$ cat config.mk
export PLATFORM = sky130hd
export DESIGN_NAME = inst_queue
export DESIGN_NICKNAME = d
export VERILOG_FILES = /design/src/rtl/inst_queue.sv
export SDC_FILE = /design/constraint.sdc
export NUM_CORES = 1
export LEC_CHECK = 0
export ABC_AREA = 0
export CORE_MARGIN = 2
export CORE_UTILIZATION = 63
export CTS_CLUSTER_SIZE = 16
export DETAILED_ROUTE_END_ITERATION = 10
export DONT_BUFFER_PORTS = 1
export PLACE_DENSITY_LB_ADDON = 0.05
export SLEW_MARGIN = 20
export SYNTH_ARGS = -nofsm -noshare
export SYNTH_HDL_FRONTEND = slang
export SYNTH_SLANG_ARGS = --single-unit
$ cat constraint.sdc
create_clock -name clk -period 4.93 [get_ports clk]
set_input_delay 1.2325 -clock clk [delete_from_list [all_inputs] [get_ports clk]]
set_output_delay 1.2325 -clock clk [all_outputs]
set_load 0.01 [all_outputs]
$ cat src/rtl/inst_queue.sv
// inst_queue: decoupling FIFO between instruction fetch and decode.
// Holds {pc, inst} pairs in a circular buffer; a redirect (flush) or reset
// discards every buffered entry.
// Optional build macro INST_QUEUE_BYPASS_EN: when the queue is empty, an
// incoming entry is presented to decode in the same cycle and is only stored
// if decode does not take it.

// Protocol checker: occupancy stays within 0..DEPTH.
module inst_queue_chk #(
  parameter int DEPTH = 4,
  parameter int CW    = 3
) (
  input logic          clk_i,
  input logic          rst_i,
  input logic [CW-1:0] count_i,
  input logic          wr_en_i,
  input logic          rd_en_i
);

  a_no_overflow: assert property (@(posedge clk_i) disable iff (rst_i)
    count_i <= CW'(DEPTH));

  a_no_write_full: assert property (@(posedge clk_i) disable iff (rst_i)
    !(wr_en_i && (count_i == CW'(DEPTH))));

  a_no_underflow: assert property (@(posedge clk_i) disable iff (rst_i)
    !(rd_en_i && (count_i == CW'(0))));

endmodule

module inst_queue #(
  parameter int DEPTH  = 4,
  parameter int PC_W   = 64,
  parameter int INST_W = 32
) (
  input  logic                       clk,
  input  logic                       rst,
  input  logic                       flush,
  input  logic                       in_valid,
  output logic                       in_ready,
  input  logic [PC_W-1:0]            in_pc,
  input  logic [INST_W-1:0]          in_inst,
  output logic                       out_valid,
  input  logic                       out_ready,
  output logic [PC_W-1:0]            out_pc,
  output logic [INST_W-1:0]          out_inst,
  output logic [$clog2(DEPTH):0]     count
);

  localparam int AW = $clog2(DEPTH);
  localparam int CW = AW + 1;

  logic [AW-1:0]     wr_ptr_q, wr_ptr_d;
  logic [AW-1:0]     rd_ptr_q, rd_ptr_d;
  logic [CW-1:0]     count_q, count_d;
  logic [PC_W-1:0]   pc_mem_q   [DEPTH];
  logic [INST_W-1:0] inst_mem_q [DEPTH];

  logic stored_valid_s;
  logic push_s;
  logic pop_s;
  logic wr_en_s;
  logic rd_en_s;
`ifdef INST_QUEUE_BYPASS_EN
  logic bypass_s;
`endif

  // Handshake, head selection and which side of the buffer moves this cycle.
  always_comb begin
    in_ready       = (count_q != CW'(DEPTH)) && !flush && !rst;
    stored_valid_s = (count_q != CW'(0)) && !flush && !rst;
    push_s         = in_valid && in_ready;
`ifdef INST_QUEUE_BYPASS_EN
    bypass_s  = (count_q == CW'(0)) && in_valid && !flush && !rst;
    out_valid = stored_valid_s || bypass_s;
    if (bypass_s) begin
      out_pc   = in_pc;
      out_inst = in_inst;
    end else begin
      out_pc   = pc_mem_q[rd_ptr_q];
      out_inst = inst_mem_q[rd_ptr_q];
    end
    pop_s = out_valid && out_ready;
    // A bypassed entry taken by decode never touches the buffer.
    wr_en_s = push_s && !(bypass_s && out_ready);
    rd_en_s = pop_s && !bypass_s;
`else
    out_valid = stored_valid_s;
    out_pc    = pc_mem_q[rd_ptr_q];
    out_inst  = inst_mem_q[rd_ptr_q];
    pop_s     = out_valid && out_ready;
    wr_en_s   = push_s;
    rd_en_s   = pop_s;
`endif
    count = count_q;
  end

  // Next-state pointers and occupancy; count moves by at most one per cycle.
  always_comb begin
    wr_ptr_d = wr_ptr_q;
    rd_ptr_d = rd_ptr_q;
    count_d  = count_q;
    if (wr_en_s) begin
      wr_ptr_d = wr_ptr_q + AW'(1);
    end else begin
      wr_ptr_d = wr_ptr_q;
    end
    if (rd_en_s) begin
      rd_ptr_d = rd_ptr_q + AW'(1);
    end else begin
      rd_ptr_d = rd_ptr_q;
    end
    case ({wr_en_s, rd_en_s})
      2'b10:   count_d = count_q + CW'(1);
      2'b01:   count_d = count_q - CW'(1);
      default: count_d = count_q;
    endcase
  end

  // State register: reset beats flush, flush beats any push/pop.
  always_ff @(posedge clk) begin
    if (rst) begin
      wr_ptr_q <= AW'(0);
      rd_ptr_q <= AW'(0);
      count_q  <= CW'(0);
    end else if (flush) begin
      wr_ptr_q <= AW'(0);
      rd_ptr_q <= AW'(0);
      count_q  <= CW'(0);
    end else begin
      wr_ptr_q <= wr_ptr_d;
      rd_ptr_q <= rd_ptr_d;
      count_q  <= count_d;
    end
  end

  // Entry storage; contents are not reset, write enable already excludes flush/reset.
  always_ff @(posedge clk) begin
    if (wr_en_s) begin
      pc_mem_q[wr_ptr_q]   <= in_pc;
      inst_mem_q[wr_ptr_q] <= in_inst;
    end
  end

  inst_queue_chk #(
    .DEPTH (DEPTH),
    .CW    (CW)
  ) u_chk (
    .clk_i   (clk),
    .rst_i   (rst),
    .count_i (count_q),
    .wr_en_i (wr_en_s),
    .rd_en_i (rd_en_s)
  );

endmodule

==> impl_metrics.json, run 1 <==
{
  "slew_violations": 0,
  "highest_layer": "met4",
  "synth_cell_types": 29,
  "p_per_area_nw_per_um2": 416,
  "antenna_left": 0,
  "relSlewSlack_pct": 53.3,
  "rr_endpoint": "count[2]",
  "cts-root-buf": "clkbuf_16",
  "p_sw_w": 0.00119,
  "yosys.area_share.simple_pct": 0.811,
  "hold_ws_ps": 536,
  "grt_pass1_wl_mm": 35.8,
  "ys_ff_latch": 393,
  "p_int_w": 0.00545,
  "drtIter0Drc": 342,
  "grt_max_degree": 73,
  "cts_htree_levels": 2,
  "overflow": 0,
  "synthFlopType": "edfxtp_1",
  "wire_per_inst_um": 26.7,
  "layout.area.seq_um2": 11700,
  "comb_power_share_pct": 1.3,
  "cts_tree": "yes",
  "max_freq_mhz": 271,
  "synth_top_family_by_area": "multiplexers",
  "grt_pass1_vias": 5912,
  "tns_ps": 0,
  "met3WireLength_mm": 2.89,
  "drv_cap": 0,
  "drt-pass1-iter-count": 4,
  "ys_seq_area_share_pct": 81.6,
  "routed_via_density": 6.26,
  "vdd_drop_max_v": 0.000296,
  "area_growth_syn_to_layout_pct": 11.2,
  "rows": 55,
  "setup-violations-final": 0,
  "finalCoreUtilization_pct": 70.9,
  "crit_fanout": 32,
  "synth_compound_area_share_pct": 0.305,
  "synth_top_area_share_pct": 80.3,
  "hold_buffers": 0,
  "synth_edf_count": 384,
  "syn_inst": 557,
  "worstSkewPairLatency_ps": 520,
  "gp_congestion": 0.731,
  "route.met2.wl_mm": 11.8,
  "crit_arrival_ps": 2450,
  "syn_area_per_cell_um2": 25.8,
  "pwr-share-seq_pct": 56.0,
  "r2r_start": "count[2]",
  "synth-xor-area-share_pct": 0.244,
  "portBuffers": 0,
  "design.die.area_um2": 24000,
  "holdPathStages": 1,
  "crit_type": "flip-flop to primary output",
  "grt_usage_pct": 20.4,
  "drive_above_1_share_pct": 27.4,
  "cts_buffers": 38,
  "multi_input_area_um2": 2470,
  "ios": 202,
  "run_status": "complete, no violations",
  "period_needed_ps": 3690,
  "rsz0062_at_grt": "no",
  "cp.required_ps": 3700,
  "num_vias": 5626,
  "synth_top_area_cell": "edfxtp_1",
  "async_flop_share_pct": 0,
  "cts_resized": 0,
  "holdCritPathClass": "flip-flop to flip-flop",
  "synth_fp_nets": 664,
  "final_common_cell": "edfxtp_1",
  "nFillCells": 1285,
  "drc": 0,
  "routedLengthMet1_mm": 8.82,
  "fin_nets": 691,
  "clkPwrFrac_pct": 42.7,
  "cts.path.max_buffers": 3,
  "initial_core_util_pct": 63.8,
  "startpoint_type": "flip-flop",
  "die_x_um": 155,
  "antenna_cells": 0,
  "r2r_slack_ps": 2370,
  "cts_setup_buffers": 0,
  "fin_crit_sh_pct": 74.8,
  "synth_fa_ha_area_share_pct": 0.575,
  "switching_share_pct": 17.9,
  "hold_viol_final": 0,
  "syn_area_um2": 14400,
  "yosysWarnings": 0,
  "cts.sinks": 393,
  "tightest_slew_ps": 700,
  "wirelength_mm": 24.0,
  "min_from": "wr_ptr_q[0]",
  "ys_top_cells_by_area": "edfxtp_1 (80%), mux4_2 (15%), dfxtp_1 (1.3%)",
  "leakagePower_nw": 4.82,
  "final_cell_mix": "edfxtp_1 (384), mux4_2 (96), clkbuf_16 (41)",
  "worst-r2r-cell-count": 9,
  "antenna_found_initial": 0,
  "clk_pin_slew_worst_paths_ps": 60,
  "detailed_place_hpwl_mm": 14.2,
  "critPathCaptureType": "primary output",
  "core_area_um2": 22500,
  "die_h_um": 155,
  "fin_skew_ps": 18.1,
  "synthMuxAreaShare_pct": 15.1,
  "whs_endpoint": "wr_ptr_q[0]"
}
==> layer usage <==
layer / GRT usage [%] / up-vias
met4: 5.51 / 0
met2: 31.9 / 222
li1: - / 2447
met5: 0 / -
met3: 10.0 / 37
met1: 26.0 / 2920
==> cell usage after synthesis, types with 2 or more instances <==
cell type    n
a21oi_1      2
and3_1       4
buf_2       11
buf_8        4
clkbuf_1     6
dfxtp_1      9
edfxtp_1   384
ha_1         5
inv_1        6
mux4_2      96
nor2_1       9
xor2_1       4
==> logic make-up after synthesis <==
logic type / after synthesis
buffers and inverters: 29
adders and majority gates: 6
xor gates and xnor gates: 4
DFF: 393
and+or+nand+nor: 22
AOI/OAI and AO/OA: 6
muxes: 97
==> final cells by class <==
type                    count  area share [%]
flip-flops and latches    393            73.4
repair buffers             10           0.863
clock inverters            17           0.941
inverters                   6           0.141
well taps                 285            2.23
clock buffers              53            6.90
multi-input cells         135            15.5
==> registers in the layout (all words and copies together), names as in the netlist, named ones only <==
signal and cells:
pc_mem_q 256, rd_ptr_q 2, count 3, wr_ptr_q 2, inst_mem_q 128
==> power by group through the flow <==
stage	logic (W)	clock network (W)	registers (W)
2_1_floorplan	0.0000683	0	0.00379
3_3_place_gp	0.0000891	0	0.00378
3_5_place_dp	0.0000897	0	0.00379
4_1_cts	0.0000902	0.00290	0.00371
5_1_grt	0.0000942	0.00303	0.00372
6_report	0.0000879	0.00284	0.00371
==> critical path, cell delays in order (launching register included) <==
cell,delay (ps)
dfxtp_4,750
buf_4,510
mux4_2,640
==> how the worst max path moves through the flow <==
stage / from / to / slack [ps] / cells past startpoint
global route: flip-flop / out_inst[24] / 1030 / 2
floorplan: flush / inst_mem_q[0][0] / 510 / 2
CTS: flip-flop / out_inst[1] / 1140 / 2
finish: flip-flop / out_inst[24] / 1240 / 2
global placement: flush / pc_mem_q[0][50] / 1660 / 3
detailed placement: flush / pc_mem_q[0][59] / 1590 / 3
==> stage by stage <==
stage / instances / total power, W / instance area [µm²] / worst slack (ps)
after detailed placement: 829 / 0.00388 / 14700 / 1590
after CTS: 899 / 0.00670 / 16000 / 1140
after global placement: 829 / 0.00387 / 14700 / 1660
after global routing: 899 / 0.00684 / 16000 / 1030
after floorplan: 557 / 0.00385 / 14400 / 512
final: 899 / 0.00664 / 16000 / 1240
Power figures use the tool's default switching activity.
==> run 2, diff against run 1 <==
- clock period: 4.93 -> 3.6 ns (I/O delays scaled with it)
==> run 2 against run 1 <==
  * Setup slack got worse by 760 ps
  * Critical endpoint is now out_inst[7]
  * Critical path type unchanged
  * Clock power is 46% higher
  * Largest cell class unchanged
  * Sequential power rose by 37%
==> impl_metrics.json, run 2 (same netlist as run 1, synthesis figures left out) <==
{
  "die_x_um": 155,
  "ios": 202,
  "cts_tree": "yes",
  "drv_cap": 0,
  "max_stage_delay_ps": 750,
  "rr_endpoint": "count[2]",
  "whs_endpoint": "pc_mem_q[0][35]",
  "drc": 0,
  "drt-pass1-iter-count": 5,
  "largest_register": "pc_mem_q",
  "cts.path.max_buffers": 3,
  "antenna_cells": 0,
  "antenna_found_initial": 0,
  "route.met2.wl_mm": 12.3,
  "cp.required_ps": 2700,
  "overflow": 0,
  "r2r_slack_ps": 1000,
  "relSlewSlack_pct": 49.2,
  "worst-r2r-cell-count": 9,
  "rsz0062_at_grt": "no",
  "routedLengthMet1_mm": 8.88,
  "leakagePower_nw": 4.91,
  "vdd_drop_max_v": 0.000477,
  "cp_num_cells": 2,
  "cts_buffers": 38,
  "portBuffers": 0,
  "area_growth_syn_to_layout_pct": 12.8,
  "largest_reg_flops": 256,
  "fin_nets": 698,
  "tightest_slew_ps": 760,
  "crit_chain": "buf_4 > mux4_2",
  "finalCoreUtilization_pct": 71.9,
  "run_status": "complete, no violations",
  "die_h_um": 155,
  "startpoint_type": "flip-flop",
  "p_per_area_nw_per_um2": 578,
  "crit_type": "flip-flop to primary output",
  "min_from": "in_pc[35]",
  "cts_setup_buffers": 0,
  "path_buf_inv": 1,
  "holdPathStages": 0,
  "grt_pass1_vias": 6032,
  "wire_per_inst_um": 26.8,
  "fin_skew_ps": 15.8,
  "crit_arrival_ps": 2220,
  "routed_via_density": 6.43,
  "holdCritPathClass": "input port to flip-flop",
  "clk_pin_slew_worst_paths_ps": 60,
  "met3WireLength_mm": 2.55,
  "r2r_start": "count[2]",
  "fin_crit_sh_pct": 86.6,
  "grt_usage_pct": 20.7,
  "highest_layer": "met4",
  "wirelength_mm": 24.3,
  "critPathCaptureType": "primary output",
  "hold_viol_final": 0,
  "grt_max_degree": 53,
  "design.die.area_um2": 24000,
  "initial_core_util_pct": 63.8,
  "cp_top_family": "flip-flops",
  "slew_violations": 0,
  "detailed_place_hpwl_mm": 14.6,
  "antenna_left": 0,
  "nFillCells": 1281,
  "drive_above_1_share_pct": 29.2,
  "tns_ps": 0,
  "num_vias": 5814,
  "hold_buffers": 0,
  "cts-root-buf": "clkbuf_16",
  "final_common_cell": "edfxtp_1",
  "cpMaxStageDelayCell": "dfxtp_4",
  "crit_fanout": 29,
  "grt_pass1_wl_mm": 36.5,
  "final_cell_mix": "edfxtp_1 (384), mux4_2 (96), clkbuf_16 (41)",
  "cts_resized": 0,
  "core_area_um2": 22500,
  "max_freq_mhz": 321,
  "cts_htree_levels": 2,
  "cts.sinks": 393,
  "setup-violations-final": 0,
  "period_needed_ps": 3120,
  "drtIter0Drc": 374,
  "gp_congestion": 0.728,
  "worstSkewPairLatency_ps": 520,
  "rows": 55
}
run 2: cell count changes in the layout (fill, tap and decap cells not counted), sizes merged:
cell	previous run	this run
buf	10	17
clkbuf	53	52
bufinv	3	6
clkinvlp	0	2
clkinv	14	8
run 2: metal layers:
layer / vias up / GRT usage, %
li1: 2451 / -
met1: 3078 / 26.5
met2: 246 / 33.2
met3: 39 / 8.50
met4: 0 / 6.26
met5: - / 0
run 2: layout make-up:
| class | instances | area, µm² | share of cell area (%) |
|---|---|---|---|
| sequential | 393 | 11700 | 72.4 |
| clock buffer | 52 | 1110 | 6.84 |
| tap | 285 | 357 | 2.20 |
| multi-input combinational | 135 | 2470 | 15.3 |
| clock inverter | 16 | 233 | 1.44 |
| inverter | 6 | 22.5 | 0.139 |
| timing repair buffer | 17 | 278 | 1.72 |
run 2: through the flow:
step | cell area, µm² | instances | setup slack [ps] | hold WS (ps) | power [W]
floorplan | 14400 | 557 | 595 | 475 | 0.00527
global placement | 14800 | 836 | 886 | 493 | 0.00531
detailed placement | 14800 | 836 | 694 | 517 | 0.00531
CTS | 16200 | 904 | 400 | 451 | 0.00944
global route | 16200 | 904 | 325 | 442 | 0.00964
finish | 16200 | 904 | 484 | 471 | 0.00935
run 2: worst register-to-register path, delay by kind of cell, from the launching register on:
family	cells	cell delay, ps
AOI/OAI and AO/OA	1	150
xor gates and xnor gates	1	170
adders and majority gates	2	570
buffers and inverters	2	120
DFF	1	490
and+or+nand+nor	3	1030
run 2: worst max path at each step:
| stage | startpoint | end | slack (ps) |
|---|---|---|---|
| 3_3_place_gp | flush | inst_mem_q[3][6] | 890 |
| 6_report | flip-flop | out_inst[7] | 480 |
| 5_1_grt | flip-flop | out_inst[7] | 320 |
| 2_1_floorplan | flush | inst_mem_q[0][0] | 590 |
| 3_5_place_dp | flush | count[2] | 690 |
| 4_1_cts | flip-flop | out_inst[7] | 400 |
run 2: where the power goes:
group | total (W) | leakage (nW) | internal [W] | switching [W]
Clock | 0.00414 | 0.654 | 0.00258 | 0.00155
Combinational | 0.000125 | 0.716 | 0.0000489 | 0.0000765
Sequential | 0.00509 | 3.54 | 0.00507 | 0.0000132
Total | 0.00935 | 4.91 | 0.00771 | 0.00164
==> run 3, diff against run 2 <==
- SLEW_MARGIN: 20 -> unset
==> results of run 3 <==
No change in the layout: final DEF, timing and power equal those of run 2.
